==> src/rtl/run_host_if.sv <==
// run_host_if: groups the session-side signals of run_host.
//   start/rd_base/rd_len      session request from the loader
//   ld_*                      load beats (valid/ready handshake)
//   core_*                    core reset, req pulse and done
//   mem_*                     data-memory backdoor port (rdata is combinational)
//   res_*                     readback stream (valid/ready handshake)
//   busy/session_done/timed_out/run_cycles  session status
// Modport slave is the sequencer side; master is the environment side.
interface run_host_if #(
   parameter int AW = 8,
   parameter int DW = 8,
   parameter int CW = 16
);
   logic          start;
   logic [AW-1:0] rd_base;
   logic [AW:0]   rd_len;
   logic          ld_valid;
   logic          ld_ready;
   logic [AW-1:0] ld_addr;
   logic [DW-1:0] ld_data;
   logic          ld_last;
   logic          core_reset;
   logic          core_req;
   logic          core_done;
   logic          mem_wr_en;
   logic [AW-1:0] mem_addr;
   logic [DW-1:0] mem_wdata;
   logic [DW-1:0] mem_rdata;
   logic          res_valid;
   logic          res_ready;
   logic [AW-1:0] res_addr;
   logic [DW-1:0] res_data;
   logic          busy;
   logic          session_done;
   logic          timed_out;
   logic [CW-1:0] run_cycles;

   modport slave (
      input  start, rd_base, rd_len, ld_valid, ld_addr, ld_data, ld_last,
             core_done, mem_rdata, res_ready,
      output ld_ready, core_reset, core_req, mem_wr_en, mem_addr, mem_wdata,
             res_valid, res_addr, res_data, busy, session_done, timed_out,
             run_cycles
   );

   modport master (
      output start, rd_base, rd_len, ld_valid, ld_addr, ld_data, ld_last,
             core_done, mem_rdata, res_ready,
      input  ld_ready, core_reset, core_req, mem_wr_en, mem_addr, mem_wdata,
             res_valid, res_addr, res_data, busy, session_done, timed_out,
             run_cycles
   );
endinterface

==> src/rtl/run_host.sv <==
// run_host: host-side sequencer for the core's req/done session protocol.
// One session: preload data memory, hold the core in reset, release it and
// pulse req, wait for done (bounded by TIMEOUT), then freeze the core and
// stream a window of data memory back out.
// Ports:
//   clk    rising-edge clock
//   reset  synchronous, active-high
//   bus    run_host_if.slave carrying the load, core, memory, readback and
//          status signals
module run_host #(
   parameter int AW      = 8,
   parameter int DW      = 8,
   parameter int RST_CYC = 2,
   parameter int CW      = 16,
   parameter int TIMEOUT = 4095
) (
   input logic       clk,
   input logic       reset,
   run_host_if.slave bus
);
   localparam int RCW = (RST_CYC > 1) ? $clog2(RST_CYC) : 1;
   localparam logic [RCW-1:0] RST_LAST  = RCW'(RST_CYC - 1);
   localparam logic [CW-1:0]  TIMEOUT_C = CW'(TIMEOUT);

   typedef enum logic [2:0] {
      S_IDLE = 3'd0,
      S_LOAD = 3'd1,
      S_RSTC = 3'd2,
      S_RUN  = 3'd3,
      S_READ = 3'd4,
      S_FIN  = 3'd5
   } state_t;

   state_t         state_q, state_d;
   logic [AW-1:0]  base_q, base_d;
   logic [AW:0]    len_q, len_d;
   logic [AW:0]    idx_q, idx_d;
   logic [RCW-1:0] rcnt_q, rcnt_d;
   logic [CW-1:0]  runc_q, runc_d;
   logic           tmo_q, tmo_d;

   logic [CW-1:0]  runc_inc_s;
   logic [AW-1:0]  rd_addr_s;
   logic           ld_ready_s, core_reset_s, core_req_s, mem_wr_en_s;
   logic [AW-1:0]  mem_addr_s, res_addr_s;
   logic [DW-1:0]  mem_wdata_s, res_data_s;
   logic           res_valid_s, session_done_s;

   // State and session registers.
   always_ff @(posedge clk) begin
      if (reset) begin
         state_q <= S_IDLE;
         base_q  <= '0;
         len_q   <= '0;
         idx_q   <= '0;
         rcnt_q  <= '0;
         runc_q  <= '0;
         tmo_q   <= 1'b0;
      end else begin
         state_q <= state_d;
         base_q  <= base_d;
         len_q   <= len_d;
         idx_q   <= idx_d;
         rcnt_q  <= rcnt_d;
         runc_q  <= runc_d;
         tmo_q   <= tmo_d;
      end
   end

   // Next-state and output decode.
   always_comb begin
      state_d        = state_q;
      base_d         = base_q;
      len_d          = len_q;
      idx_d          = idx_q;
      rcnt_d         = rcnt_q;
      runc_d         = runc_q;
      tmo_d          = tmo_q;
      runc_inc_s     = runc_q + CW'(1);
      rd_addr_s      = base_q + idx_q[AW-1:0];
      ld_ready_s     = 1'b0;
      core_reset_s   = 1'b1;
      core_req_s     = 1'b0;
      mem_wr_en_s    = 1'b0;
      mem_addr_s     = '0;
      mem_wdata_s    = '0;
      res_valid_s    = 1'b0;
      res_addr_s     = '0;
      res_data_s     = '0;
      session_done_s = 1'b0;

      case (state_q)
         S_IDLE: begin
            if (bus.start) begin
               base_d  = bus.rd_base;
               len_d   = bus.rd_len;
               idx_d   = '0;
               tmo_d   = 1'b0;
               runc_d  = '0;
               state_d = S_LOAD;
            end else begin
               state_d = S_IDLE;
            end
         end
         S_LOAD: begin
            ld_ready_s = 1'b1;
            if (bus.ld_valid) begin
               mem_wr_en_s = 1'b1;
               mem_addr_s  = bus.ld_addr;
               mem_wdata_s = bus.ld_data;
               if (bus.ld_last) begin
                  rcnt_d  = '0;
                  state_d = S_RSTC;
               end else begin
                  state_d = S_LOAD;
               end
            end else begin
               state_d = S_LOAD;
            end
         end
         S_RSTC: begin
            if (rcnt_q == RST_LAST) begin
               state_d = S_RUN;
            end else begin
               rcnt_d = rcnt_q + RCW'(1);
            end
         end
         S_RUN: begin
            core_reset_s = 1'b0;
            // run_cycles was cleared at start and counts every RUN cycle
            // without done, so it is zero only in the first RUN cycle.
            core_req_s   = (runc_q == '0);
            if (bus.core_done) begin
               state_d = S_READ;
            end else begin
               runc_d = runc_inc_s;
               if (runc_inc_s == TIMEOUT_C) begin
                  tmo_d   = 1'b1;
                  state_d = S_READ;
               end else begin
                  state_d = S_RUN;
               end
            end
         end
         S_READ: begin
            if (len_q == '0) begin
               state_d = S_FIN;
            end else begin
               mem_addr_s  = rd_addr_s;
               res_valid_s = 1'b1;
               res_addr_s  = rd_addr_s;
               res_data_s  = bus.mem_rdata;
               if (bus.res_ready) begin
                  if ((idx_q + (AW+1)'(1)) == len_q) begin
                     state_d = S_FIN;
                  end else begin
                     idx_d = idx_q + (AW+1)'(1);
                  end
               end else begin
                  idx_d = idx_q;
               end
            end
         end
         S_FIN: begin
            session_done_s = 1'b1;
            state_d        = S_IDLE;
         end
         default: begin
            state_d = S_IDLE;
         end
      endcase
   end

   assign bus.ld_ready     = ld_ready_s;
   assign bus.core_reset   = core_reset_s;
   assign bus.core_req     = core_req_s;
   assign bus.mem_wr_en    = mem_wr_en_s;
   assign bus.mem_addr     = mem_addr_s;
   assign bus.mem_wdata    = mem_wdata_s;
   assign bus.res_valid    = res_valid_s;
   assign bus.res_addr     = res_addr_s;
   assign bus.res_data     = res_data_s;
   assign bus.session_done = session_done_s;
   assign bus.busy         = (state_q != S_IDLE);
   assign bus.timed_out    = tmo_q;
   assign bus.run_cycles   = runc_q;
endmodule
==> src/flat_wrapper.sv <==
// flat-port wrapper written by rule: the top's interface ports become plain ports
module run_host_flat 
#(
   parameter int AW      = 8,
   parameter int DW      = 8,
   parameter int RST_CYC = 2,
   parameter int CW      = 16,
   parameter int TIMEOUT = 4095
)
  (clk, reset, bus_start, bus_rd_base, bus_rd_len, bus_ld_valid, bus_ld_addr, bus_ld_data, bus_ld_last, bus_core_done, bus_mem_rdata, bus_res_ready, bus_ld_ready, bus_core_reset, bus_core_req, bus_mem_wr_en, bus_mem_addr, bus_mem_wdata, bus_res_valid, bus_res_addr, bus_res_data, bus_busy, bus_session_done, bus_timed_out, bus_run_cycles);
  run_host_if #(.AW(AW), .DW(DW), .CW(CW)) bus_i ();
  input logic clk;
  input logic reset;
  input wire logic [$bits(bus_i.start)-1:0] bus_start;
  input wire logic [$bits(bus_i.rd_base)-1:0] bus_rd_base;
  input wire logic [$bits(bus_i.rd_len)-1:0] bus_rd_len;
  input wire logic [$bits(bus_i.ld_valid)-1:0] bus_ld_valid;
  input wire logic [$bits(bus_i.ld_addr)-1:0] bus_ld_addr;
  input wire logic [$bits(bus_i.ld_data)-1:0] bus_ld_data;
  input wire logic [$bits(bus_i.ld_last)-1:0] bus_ld_last;
  input wire logic [$bits(bus_i.core_done)-1:0] bus_core_done;
  input wire logic [$bits(bus_i.mem_rdata)-1:0] bus_mem_rdata;
  input wire logic [$bits(bus_i.res_ready)-1:0] bus_res_ready;
  output wire logic [$bits(bus_i.ld_ready)-1:0] bus_ld_ready;
  output wire logic [$bits(bus_i.core_reset)-1:0] bus_core_reset;
  output wire logic [$bits(bus_i.core_req)-1:0] bus_core_req;
  output wire logic [$bits(bus_i.mem_wr_en)-1:0] bus_mem_wr_en;
  output wire logic [$bits(bus_i.mem_addr)-1:0] bus_mem_addr;
  output wire logic [$bits(bus_i.mem_wdata)-1:0] bus_mem_wdata;
  output wire logic [$bits(bus_i.res_valid)-1:0] bus_res_valid;
  output wire logic [$bits(bus_i.res_addr)-1:0] bus_res_addr;
  output wire logic [$bits(bus_i.res_data)-1:0] bus_res_data;
  output wire logic [$bits(bus_i.busy)-1:0] bus_busy;
  output wire logic [$bits(bus_i.session_done)-1:0] bus_session_done;
  output wire logic [$bits(bus_i.timed_out)-1:0] bus_timed_out;
  output wire logic [$bits(bus_i.run_cycles)-1:0] bus_run_cycles;
  assign bus_i.start = bus_start;
  assign bus_i.rd_base = bus_rd_base;
  assign bus_i.rd_len = bus_rd_len;
  assign bus_i.ld_valid = bus_ld_valid;
  assign bus_i.ld_addr = bus_ld_addr;
  assign bus_i.ld_data = bus_ld_data;
  assign bus_i.ld_last = bus_ld_last;
  assign bus_i.core_done = bus_core_done;
  assign bus_i.mem_rdata = bus_mem_rdata;
  assign bus_i.res_ready = bus_res_ready;
  assign bus_ld_ready = bus_i.ld_ready;
  assign bus_core_reset = bus_i.core_reset;
  assign bus_core_req = bus_i.core_req;
  assign bus_mem_wr_en = bus_i.mem_wr_en;
  assign bus_mem_addr = bus_i.mem_addr;
  assign bus_mem_wdata = bus_i.mem_wdata;
  assign bus_res_valid = bus_i.res_valid;
  assign bus_res_addr = bus_i.res_addr;
  assign bus_res_data = bus_i.res_data;
  assign bus_busy = bus_i.busy;
  assign bus_session_done = bus_i.session_done;
  assign bus_timed_out = bus_i.timed_out;
  assign bus_run_cycles = bus_i.run_cycles;
  run_host #(.AW(AW), .DW(DW), .RST_CYC(RST_CYC), .CW(CW), .TIMEOUT(TIMEOUT)) u_core (.clk(clk), .reset(reset), .bus(bus_i));
endmodule
==> config.mk <==
export PLATFORM = sky130hd
export DESIGN_NAME = run_host_flat
export DESIGN_NICKNAME = d
export VERILOG_FILES = /design/src/rtl/run_host_if.sv /design/src/rtl/run_host.sv /design/src/flat_wrapper.sv
export SDC_FILE = /design/constraint.sdc
export NUM_CORES = 1
export LEC_CHECK = 0
export CORE_ASPECT_RATIO = 0.8
export CORE_MARGIN = 8
export CORE_UTILIZATION = 35
export CTS_CLUSTER_DIAMETER = 100
export DETAILED_ROUTE_END_ITERATION = 12
export DONT_BUFFER_PORTS = 1
export PLACE_DENSITY = 0.51
export SLEW_MARGIN = 20
export SYNTH_ARGS = -nofsm -noshare
export SYNTH_HDL_FRONTEND = slang
export SYNTH_SLANG_ARGS = --single-unit
export TNS_END_PERCENT = 10
==> constraint.sdc <==
create_clock -name clk -period 7.6 [get_ports clk]
set_clock_uncertainty 0.2 [all_clocks]
set_input_delay 2.28 -clock clk [delete_from_list [all_inputs] [get_ports clk]]
set_output_delay 2.28 -clock clk [all_outputs]
set_load 0.02 [all_outputs]
Yosys cells after proc, flatten, opt, wreduce, memory -nomap -nowiden

Index checks and enable logic that the tools add are counted.

Output and inout bits: 56
Word-level logic and storage cells: 84
Register bits after elaboration: 47
Bits of input ports: 48

Add/sub/neg operators: 4
Muxes and demuxes: 42
Reduce and logical (&&, ||, !) cells: 13
Equal/unequal tests: 18

Operator list:

| kind                                            | count |
|---|---|
| 2-to-1 mux 8 bit                                | 7 |
| 2-to-1 mux 9 bit                                | 4 |
| 2-to-1 mux 16 bit                               | 2 |
| one-hot mux 16 bit (2 select lines)             | 1 |
| 2-to-1 mux 3 bit                                | 6 |
| one-hot mux 9 bit (2 select lines)              | 1 |
| adder 16 x 1 -> 16 bit, second input constant   | 1 |
| == test 16 x 12 -> 1 bit, second input constant | 1 |
| zero test 16 bit                                | 1 |
| one-hot mux 8 bit (2 select lines)              | 1 |
| 2-to-1 mux 1 bit                                | 15 |
| one-hot mux 3 bit (5 select lines)              | 1 |
| != test 2 bit, second input constant            | 7 |
| adder 9 x 1 -> 9 bit, second input constant     | 1 |
| == test 9 bit                                   | 1 |
| zero test 9 bit                                 | 1 |
| AND reduction 3 bit                             | 3 |
| adder 8 bit                                     | 1 |
| == test 3 x 2 -> 1 bit, second input constant   | 2 |
| == test 3 bit, second input constant            | 2 |
| nonzero test 2 bit                              | 3 |
| AND reduction 5 bit                             | 1 |
| 2-to-1 mux 2 bit                                | 2 |
| != test 2 x 1 -> 1 bit, second input constant   | 2 |
| 9 further kinds                                 | 10 |

Logic depth before layout (Yosys ltp)

Gate-level depths: netlist (run 1).

Word-level depth: 6
Mapped depth: 9
Gate-level depth less buffers: 8

Worst setup path before layout (run 1)

No wires, ideal clock.

Kind: input -> output
Start: input bus_ld_valid
End: output bus_mem_addr[5]
Buffers on the path: 1
Required time: 5120 ps
Slack: 2044 ps
Stages: 4
Arrival time: 3076 ps
Path through: and2_1 clkbuf_1 nand2_1 o21ai_0

Word-level cells in the longest chain between the ends: 2

RTL lines:

| what                               | line               | source |
|---|---|---|
| start: declaration                 | flat_wrapper.sv:17 | `input wire logic [$bits(bus_i.ld_valid)-1:0] bus_ld_valid;` |
| 2-to-1 mux 8 bit                   | run_host.sv:107    | `if (bus.ld_valid) begin` |
| one-hot mux 8 bit (2 select lines) | run_host.sv:92     | `case (state_q)` |
| end: declaration                   | flat_wrapper.sv:28 | `output wire logic [$bits(bus_i.mem_addr)-1:0] bus_mem_addr;` |

Every way passes these cells.

Worst setup path in the final report (run 1)

Start: input bus_ld_valid
End: output bus_mem_addr[6]

The elaborated chain is that of the path after synthesis.

==> impl_metrics.ini, run 1 <==
[setup_path]
startpoint_type = input pin
reg2reg_to = u_core.state_q[2]
cp-end-kind = output port
critPathArrivalTime_ns = 3.21
rrSetupSlack_ns = 4.46
worstSetupPathType = in -> out
worst_ep_required_time_ns = 5.12
worstReg2RegStart = u_core.bus.run_cycles[1]
reg2regPathDepth = 6
worstPathMaxFanout = 12

[finish]
diodes = 0
final_cells = 542
synthToLayoutAreaGrowth_pct = 6.15
final_nets = 482
drive_above_1_share = 0.0686

[place]
post-dp-hpwl_um = 7480
dp_slack_ns = 1.90
placed_cells = 534
place.gp.congestion = 0.793
io_buffer_count = 0

[grt]
grt_pass1_wl_um = 16300
grt-ovfl-total = 0
grt_usage = 0.150
grt_max_degree = 43
grt_antenna_before_repair = 0
grt_pass1_vias = 2938

[clock_network]
cts.repair.resized = 0
cts_root_buf = clkbuf_16
clock_latency_ns = 0.29
cts_inserted_buffers = 5
post-cts-setup-buffer-count = 0
cts_tree = done
cts_sinks = 47
clkTransAtPathRegs_ns = 0.06
clockBufferDepth = 2
h-tree-depth = 2
hold_buffers = 0

[logic_synthesis]
ys_warn_count = 0
synth_top_cell_by_area = dfxtp_1
async_flop_share = 0
yosys-top-cells-area = dfxtp_1, nand2_1, a21oi_1, ha_1, nor2_1
syn-num-nets = 508
dominantRegCellSynth = dfxtp_1
synth-seq-cells = 47
ys_types = 59
avgSynthCellArea_um2 = 7.54
synth_enable_flop_cells = 0
syn_inst = 448
ys_seq_area_frac = 0.279
synth.top_cell.area_share = 0.279
syn_area_um2 = 3380

[power]
p_int_w = 0.000474
peakVddDrop_v = 0.000107
p_leak_nw = 1.33
p_per_area_nw_per_um2 = 180
swShare = 0.266
pwr-share-clk = 0.441
seqPwrFrac = 0.412
pwr-share-comb = 0.147
p_sw_w = 0.000172

[hold_path]
hold_path.class = reg -> reg
holdCritStartpoint = u_core.base_q[2]
whs_path_depth = 2
whs_endpoint = u_core.base_q[2]

[drt]
viasPerCell = 5.77
vias = 3127
drtAntennaViolNets = 0
drt-initial-drc-count = 151
detail_route.wl_per_cell_um = 18.6
drt-total-wl_um = 10100
drc = 0
first_pass_iters = 4

[timing]
hold_viol = 0
tns_ns = 0
fmax_mhz = 176
worst_slew_pin_slew_ns = 1.11
setup_viol = 0
setup_ws_ns = 1.91
slew_violations = 0
rsz0062_at_grt = no
finalCritPeriodShare = 0.748
relSlewSlack = 0.258
post-route-min-period_ns = 5.69

[status]
outcome = finished, final reports clean

[floorplan]
top_level_ports = 104
die-area_um2 = 13100
start_util = 0.354
die_h_um = 104
die_w_um = 126
rows = 32
core_area_um2 = 9530

[flow_run]
drv_cap = 0
## metrics by stage
stage	cell area, um^2	util	total power (W)	hold slack, ns
2_1_floorplan	3380	-	0.000352	0.240
3_3_place_gp	3390	0.356	0.000366	0.250
3_5_place_dp	3390	0.356	0.000367	0.249
4_1_cts	3580	0.376	0.000653	0.259
5_1_grt	3580	0.376	0.000678	0.276
6_report	3580	0.376	0.000646	0.258
## power by group through the flow
| stage | logic (W) | registers [W] | clock network [W] |
|---|---|---|---|
| after floorplan | 0.0000844 | 0.000267 | 0 |
| after global placement | 0.0000941 | 0.000272 | 0 |
| after detailed placement | 0.0000952 | 0.000272 | 0 |
| after CTS | 0.0000956 | 0.000266 | 0.000291 |
| after global routing | 0.000106 | 0.000268 | 0.000303 |
| final | 0.0000951 | 0.000266 | 0.000285 |
## area by class of cell
class | instances | area (um^2)
clock buffers | 5 | 125
clock inverters | 3 | 67.6
fillers | 1021 | 5950
inverters | 10 | 40.0
multi-input cells | 356 | 2250
flip-flops and latches | 47 | 941
well taps | 119 | 149
repair buffers | 2 | 15.0
## layout by cell type (no fill, tap or decap), types with 7 or more instances in the layout
cell     instances
nor2_1          33
a31oi_1          8
a21oi_1         43
and2_1          13
xnor2_1         13
nand3_1         16
inv_1            9
ha_1            11
dfxtp_1         47
xor2_1          11
and3_1          12
o21ai_0         18
a21o_1           7
nand2_1         63
nand4_1         13
nor3_1           9
## how the worst max path moves through the flow
stage            startpoint               to  depth (start not counted)
2_1_floorplan  bus_ld_valid  bus_mem_addr[5]                          4
3_3_place_gp   bus_ld_valid  bus_mem_addr[6]                          3
3_5_place_dp   bus_ld_valid  bus_mem_addr[6]                          3
4_1_cts        bus_ld_valid  bus_mem_addr[6]                          3
5_1_grt        bus_ld_valid  bus_mem_addr[6]                          3
6_report       bus_ld_valid  bus_mem_addr[6]                          3
## kinds of logic after synthesis
family,share of synthesized area
simple gates,0.299
compound gates,0.249
flops,0.279
buf+inv,0.0560
xor+xnor,0.0623
fa+ha+maj,0.0467
mux,0.00890
## routing by layer
layer  GRT usage  wire length, um
met3      0.0353              723
met2       0.233             4410
met5           0                0
met1       0.206             4880
met4      0.0360               87
## flip-flops by register name (all words and copies together) (netlist names)
name,count
u_core.bus.run_cycles,16
u_core.idx_q,9
u_core.len_q,9
u_core.base_q,8
u_core.state_q,3
u_core.bus.timed_out,1
u_core.rcnt_q,1
## synthesized netlist by cell type (all sizes together), types with 4 or more instances
master	n
nor2	33
ha	11
clkbuf	22
xnor2	13
o211ai	5
a21o	8
and3	12
a21oi	43
a21boi	6
nand4	14
o21ai	18
nor2b	4
dfxtp	47
or2	4
nand3	16
a31oi	8
a41oi	5
nor4	5
nand3b	4
buf	13
and2	13
nor3	9
nand2	63
xor2	11
inv	10
## critical path, cell delays in order
cell and delay, ns:
and2_1 0.55, nand2_1 0.10, o21ai_0 0.28
(Power assumes the default switching activity.)
==> run 2, diff against run 1 <==
--- a/config.mk
+++ b/config.mk
@@ -11,7 +11,7 @@
 export CTS_CLUSTER_DIAMETER = 100
 export DETAILED_ROUTE_END_ITERATION = 12
 export DONT_BUFFER_PORTS = 1
-export PLACE_DENSITY = 0.51
+export PLACE_DENSITY = 0.53
 export SLEW_MARGIN = 20
 export SYNTH_ARGS = -nofsm -noshare
 export SYNTH_HDL_FRONTEND = slang
==> constraint.sdc (replaced) <==
create_clock -name clk -period 5.2 [get_ports clk]
set_clock_uncertainty 0.2 [all_clocks]
set_input_delay 1.56 -clock clk [delete_from_list [all_inputs] [get_ports clk]]
set_output_delay 1.56 -clock clk [all_outputs]
set_load 0.02 [all_outputs]
==> run 2 against run 1 <==
  * Largest power group is now sequential cells
  * Sequential power rose by 46%
  * Sequential share of layout area up 0.31 points
  * Cell count increased by 0.18%
  * Critical path depth grew 5
  * Register-to-register slack got worse by 2.4 ns
  * Non-clock buffer count grew 1
==> impl_metrics.ini, run 2 (synthesis results as in run 1) <==
[drt]
first_pass_iters = 5
drtAntennaViolNets = 0
drc = 0
drt-initial-drc-count = 248
vias = 3151
drt-total-wl_um = 9990
viasPerCell = 5.80
detail_route.wl_per_cell_um = 18.4

[place]
io_buffer_count = 0
post-dp-hpwl_um = 7360
place_area_um2 = 3400
place.gp.congestion = 0.819

[timing]
setup_viol = 0
post-route-min-period_ns = 4.42
tns_ns = 0
fmax_mhz = 226
slew_violations = 0
worst_slew_pin_slew_ns = 0.965
relSlewSlack = 0.355
finalCritPeriodShare = 0.851
rsz0062_at_grt = no
hold_viol = 0

[floorplan]
start_util = 0.354
rows = 32
top_level_ports = 104
die_h_um = 104
core_area_um2 = 9530
die_w_um = 126
die-area_um2 = 13100

[grt]
grt_pass1_vias = 3117
grt_pass1_wl_um = 16600
grt_antenna_before_repair = 0
grt_usage = 0.151
grt-ovfl-total = 0
grt_max_degree = 43

[setup_path]
worstReg2RegStart = u_core.bus.run_cycles[0]
crit_path_max_incr_delay_ns = 0.54
cp-end-kind = output port
crit_path_frequent_cell = a21oi_1
cp-startpoint = u_core.idx_q[0]
worstPathMaxFanout = 8
worst_ep_required_time_ns = 3.44
worstSetupPathType = reg -> out
startpoint_type = register
critPathArrivalTime_ns = 2.66
worstPathCellList = ha_1, fa_1, a21o_1, a21oi_1, o21bai_1, a21oi_1, xor2_1, o21ai_0
cp_slowest_cell = o21ai_0

[hold_path]
hold_path.class = reg -> reg
holdCritStartpoint = u_core.base_q[6]

[power]
pwr-share-clk = 0.374
pwr-share-comb = 0.166
p_int_w = 0.000598
p_leak_nw = 1.31
p_per_area_nw_per_um2 = 239
p_sw_w = 0.000249
seqPwrFrac = 0.459
swShare = 0.294
peakVddDrop_v = 0.000118

[clock_network]
cts_sinks = 47
hold_buffers = 0
post-cts-setup-buffer-count = 0
h-tree-depth = 2
cts_tree = done
cts_root_buf = clkbuf_16
clockBufferDepth = 2
clkTransAtPathRegs_ns = 0.06
cts.repair.resized = 0
clock_latency_ns = 0.29
cts_inserted_buffers = 5

[finish]
layout_commonest_cell = nand2_1
final_nets = 483
synthToLayoutAreaGrowth_pct = 4.93
largest_reg_flops = 16
fin_area_um2 = 3540
drive_above_1_share = 0.0684
layout_common_cells = nand2_1, dfxtp_1, a21oi_1
diodes = 0

[flow_run]
drv_cap = 0

[status]
outcome = finished, final reports clean
==> run 2: changes by cell type in the layout (fill, tap and decap cells not counted), sizes merged <==
cell	before	now
buf	2	3
clkinv	0	1
bufinv	2	0
clkbuf	5	7
clkinvlp	1	0
==> run 2: metal layers <==
layer  wire length [um]  track usage  up-vias
met5                  0            0        -
met4                146       0.0446        0
met3                606       0.0348       10
met2               4350        0.229      103
met1               4880        0.207     1474
li1                   -            -     1564
==> run 2: power groups by stage <==
stage	combinational [W]	sequential, W	clock (W)
2_1_floorplan	0.000123	0.000390	0
5_1_grt	0.000159	0.000392	0.000338
3_3_place_gp	0.000141	0.000397	0
3_5_place_dp	0.000141	0.000398	0
6_report	0.000141	0.000389	0.000317
4_1_cts	0.000142	0.000389	0.000323
==> run 2: path summary, 6_finish.rpt <==
kind / to / slack (ns) / cells past startpoint
max: bus_mem_addr[6] / 0.78 / 8
min: u_core.base_q[6] / 0.26 / 2
max reg2reg: u_core.state_q[0] / 2.08 / 6
min reg2reg: u_core.base_q[6] / 0.26 / 2
==> run 2: cell type report <==
| class | instances | area (um^2) |
|---|---|---|
| Clock buffer | 7 | 133 |
| Clock inverter | 1 | 5.00 |
| Fill cell | 1000 | 5990 |
| Inverter | 10 | 40.0 |
| Multi-Input combinational cell | 356 | 2250 |
| Sequential cell | 47 | 941 |
| Tap cell | 119 | 149 |
| Timing Repair Buffer | 3 | 22.5 |
==> run 2: per-stage QoR <==
stage,power [W],setup WS (ns),std cells,utilization,hold WS [ns]
6_report,0.000848,0.776,543,0.372,0.257
5_1_grt,0.000889,0.634,543,0.372,0.278
4_1_cts,0.000854,0.768,543,0.371,0.262
3_5_place_dp,0.000539,0.940,535,0.357,0.254
3_3_place_gp,0.000538,0.955,535,0.357,0.250
2_1_floorplan,0.000514,1.08,448,-,0.240
==> run 2: worst max-delay path, delay by kind of cell, from the launching register on <==
kind / cells / cell delay, ns
xor+xnor: 1 / 0.10
fa+ha+maj: 2 / 0.67
compound gates: 5 / 1.22
flops: 1 / 0.38
==> run 3, diff against run 2 <==
--- a/config.mk
+++ b/config.mk
@@ -8,6 +8,7 @@
 export CORE_ASPECT_RATIO = 0.8
 export CORE_MARGIN = 8
 export CORE_UTILIZATION = 35
+export CTS_BUF_LIST = sky130_fd_sc_hd__clkbuf_4
 export CTS_CLUSTER_DIAMETER = 100
 export DETAILED_ROUTE_END_ITERATION = 12
 export DONT_BUFFER_PORTS = 1
==> run 3 against run 2 <==
  * First-iteration DRC count shrank 17%
  * Hold slack gained 0.0095 ns
  * Sequential power is essentially flat
  * Flip-flop and latch count is the same
  * Core utilization shrank 0.81 points
  * Critical path type unchanged
  * Combinational power is essentially flat
  * Total power shrank 16%
  * Cell area shrank 2.2%
  * Via count grew 0.95%
==> impl_metrics.ini, run 3 (synthesis results as in run 1) <==
[status]
outcome = finished, final reports clean

[finish]
final_cells = 544
largest_reg_flops = 16
n_fill_cell = 1009
synthToLayoutAreaGrowth_pct = 2.63
layout_commonest_cell = nand2_1
final_nets = 483
layout_common_cells = nand2_1, dfxtp_1, a21oi_1
fin_area_um2 = 3460
drive_above_1_share = 0.0731

[setup_path]
reg2regPathDepth = 6
worstReg2RegStart = u_core.bus.run_cycles[0]
crit_path_max_incr_delay_ns = 0.54
startpoint_type = register
crit_end = bus_mem_addr[6]
reg2reg_to = u_core.state_q[0]
rrSetupSlack_ns = 2.06
crit_path_frequent_cell = a21oi_1
worstPathCellList = ha_1, fa_1, a21o_1, a21oi_1, o21bai_1, a21oi_1, xor2_1, o21ai_0
worstSetupPathType = reg -> out
crit_buf_inv = 0
cp-startpoint = u_core.idx_q[0]
cp.depth = 8
worstPathMaxFanout = 8
cp_slowest_cell = o21ai_0
cp-end-kind = output port
worst_ep_required_time_ns = 3.44
critPathArrivalTime_ns = 2.75
critical-path-top-delay-family = compound AO/OA/AOI/OAI gates

[grt]
grt_max_degree = 43
grt_usage = 0.150
grt_pass1_vias = 3103
grt-ovfl-total = 0
grtUsageMet3 = 0.0333
grt_pass1_wl_um = 16600
grt_use_met1 = 0.208
grt_antenna_before_repair = 1
top_usage_layer = met2
gr-usage-met2 = 0.231

[floorplan]
die_h_um = 104
rows = 32
core_area_um2 = 9530
die_w_um = 126
top_level_ports = 104
die-area_um2 = 13100
start_util = 0.354

[timing]
slew_violations = 0
post-route-min-period_ns = 4.51
finalCritPeriodShare = 0.868
setup_viol = 0
relSlewSlack = 0.339
rsz0062_at_grt = no
setup_ws_ns = 0.687
worst_slew_pin_slew_ns = 0.990
fmax_mhz = 222
tns_ns = 0
hold_viol = 0

[place]
io_buffer_count = 0
placed_cells = 535
place.gp.congestion = 0.819
dp_slack_ns = 0.940
post-dp-hpwl_um = 7360
place_area_um2 = 3400

[power]
peakVddDrop_v = 0.0000766
p_per_area_nw_per_um2 = 207
power_w = 0.000716
p_leak_nw = 1.28

[clock_network]
clkTransAtPathRegs_ns = 0.13
cts.repair.resized = 0
clockBufferDepth = 2
cts_inserted_buffers = 5
h-tree-depth = 2
hold_buffers = 0
post-cts-setup-buffer-count = 0
cts_root_buf = clkbuf_4
cts_tree = done
cts_sinks = 47
clock_latency_ns = 0.37

[drt]
first_pass_iters = 5
viasPerCell = 5.85
detail_route.wl_per_cell_um = 18.5
drt-initial-drc-count = 207
drc = 0
drtAntennaViolNets = 0
drt-total-wl_um = 10000
vias = 3181

[flow_run]
drv_cap = 0

[hold_path]
hold_path.class = reg -> reg
-- run 3: cell types whose count changed in the layout (fill, tap and decap cells not counted), sizes merged --
cell,delta
diode,+1
-- run 3: routing by layer --
metal / vias up / wire length, um
li1: 1563 / -
met1: 1485 / 4850
met2: 125 / 4390
met3: 8 / 732
met4: 0 / 77
met5: - / 0
-- run 3: cell type report --
cell class | count | area (um^2) | share of cell area
diodes | 1 | 2.50 | 0.000722
clock buffers | 7 | 52.6 | 0.0152
clock inverters | 1 | 5.00 | 0.00144
inverters | 10 | 40.0 | 0.0116
multi-input cells | 356 | 2250 | 0.650
flip-flops and latches | 47 | 941 | 0.272
well taps | 119 | 149 | 0.0430
repair buffers | 3 | 22.5 | 0.00650
-- run 3: worst min path at each step --
stage	from	endpoint	cells after the start
2_1_floorplan	u_core.base_q[0]	u_core.base_q[0]	2
3_3_place_gp	u_core.base_q[0]	u_core.base_q[0]	2
3_5_place_dp	u_core.base_q[6]	u_core.base_q[6]	2
4_1_cts	u_core.base_q[6]	u_core.base_q[6]	2
5_1_grt	u_core.base_q[4]	u_core.base_q[4]	2
6_report	u_core.base_q[6]	u_core.base_q[6]	2
-- run 3: worst register-to-register path, delay by kind of cell (launching register included) --
kind	cells	cell delay, ns
compound gates	3	0.80
simple gates	2	0.88
fa+ha+maj	1	0.46
flops	1	0.69
-- run 3: power breakdown --
part / internal, W / switching, W / total (W)
Combinational: 0.0000462 / 0.0000955 / 0.000142
Clock: 0.0000635 / 0.000121 / 0.000184
Sequential: 0.000374 / 0.0000155 / 0.000390
-- run 3: through the flow --
step | hold slack (ns) | utilization
final | 0.267 | 0.364
after global routing | 0.288 | 0.364
after CTS | 0.272 | 0.363
after detailed placement | 0.254 | 0.357
after global placement | 0.250 | 0.357
after floorplan | 0.240 | -
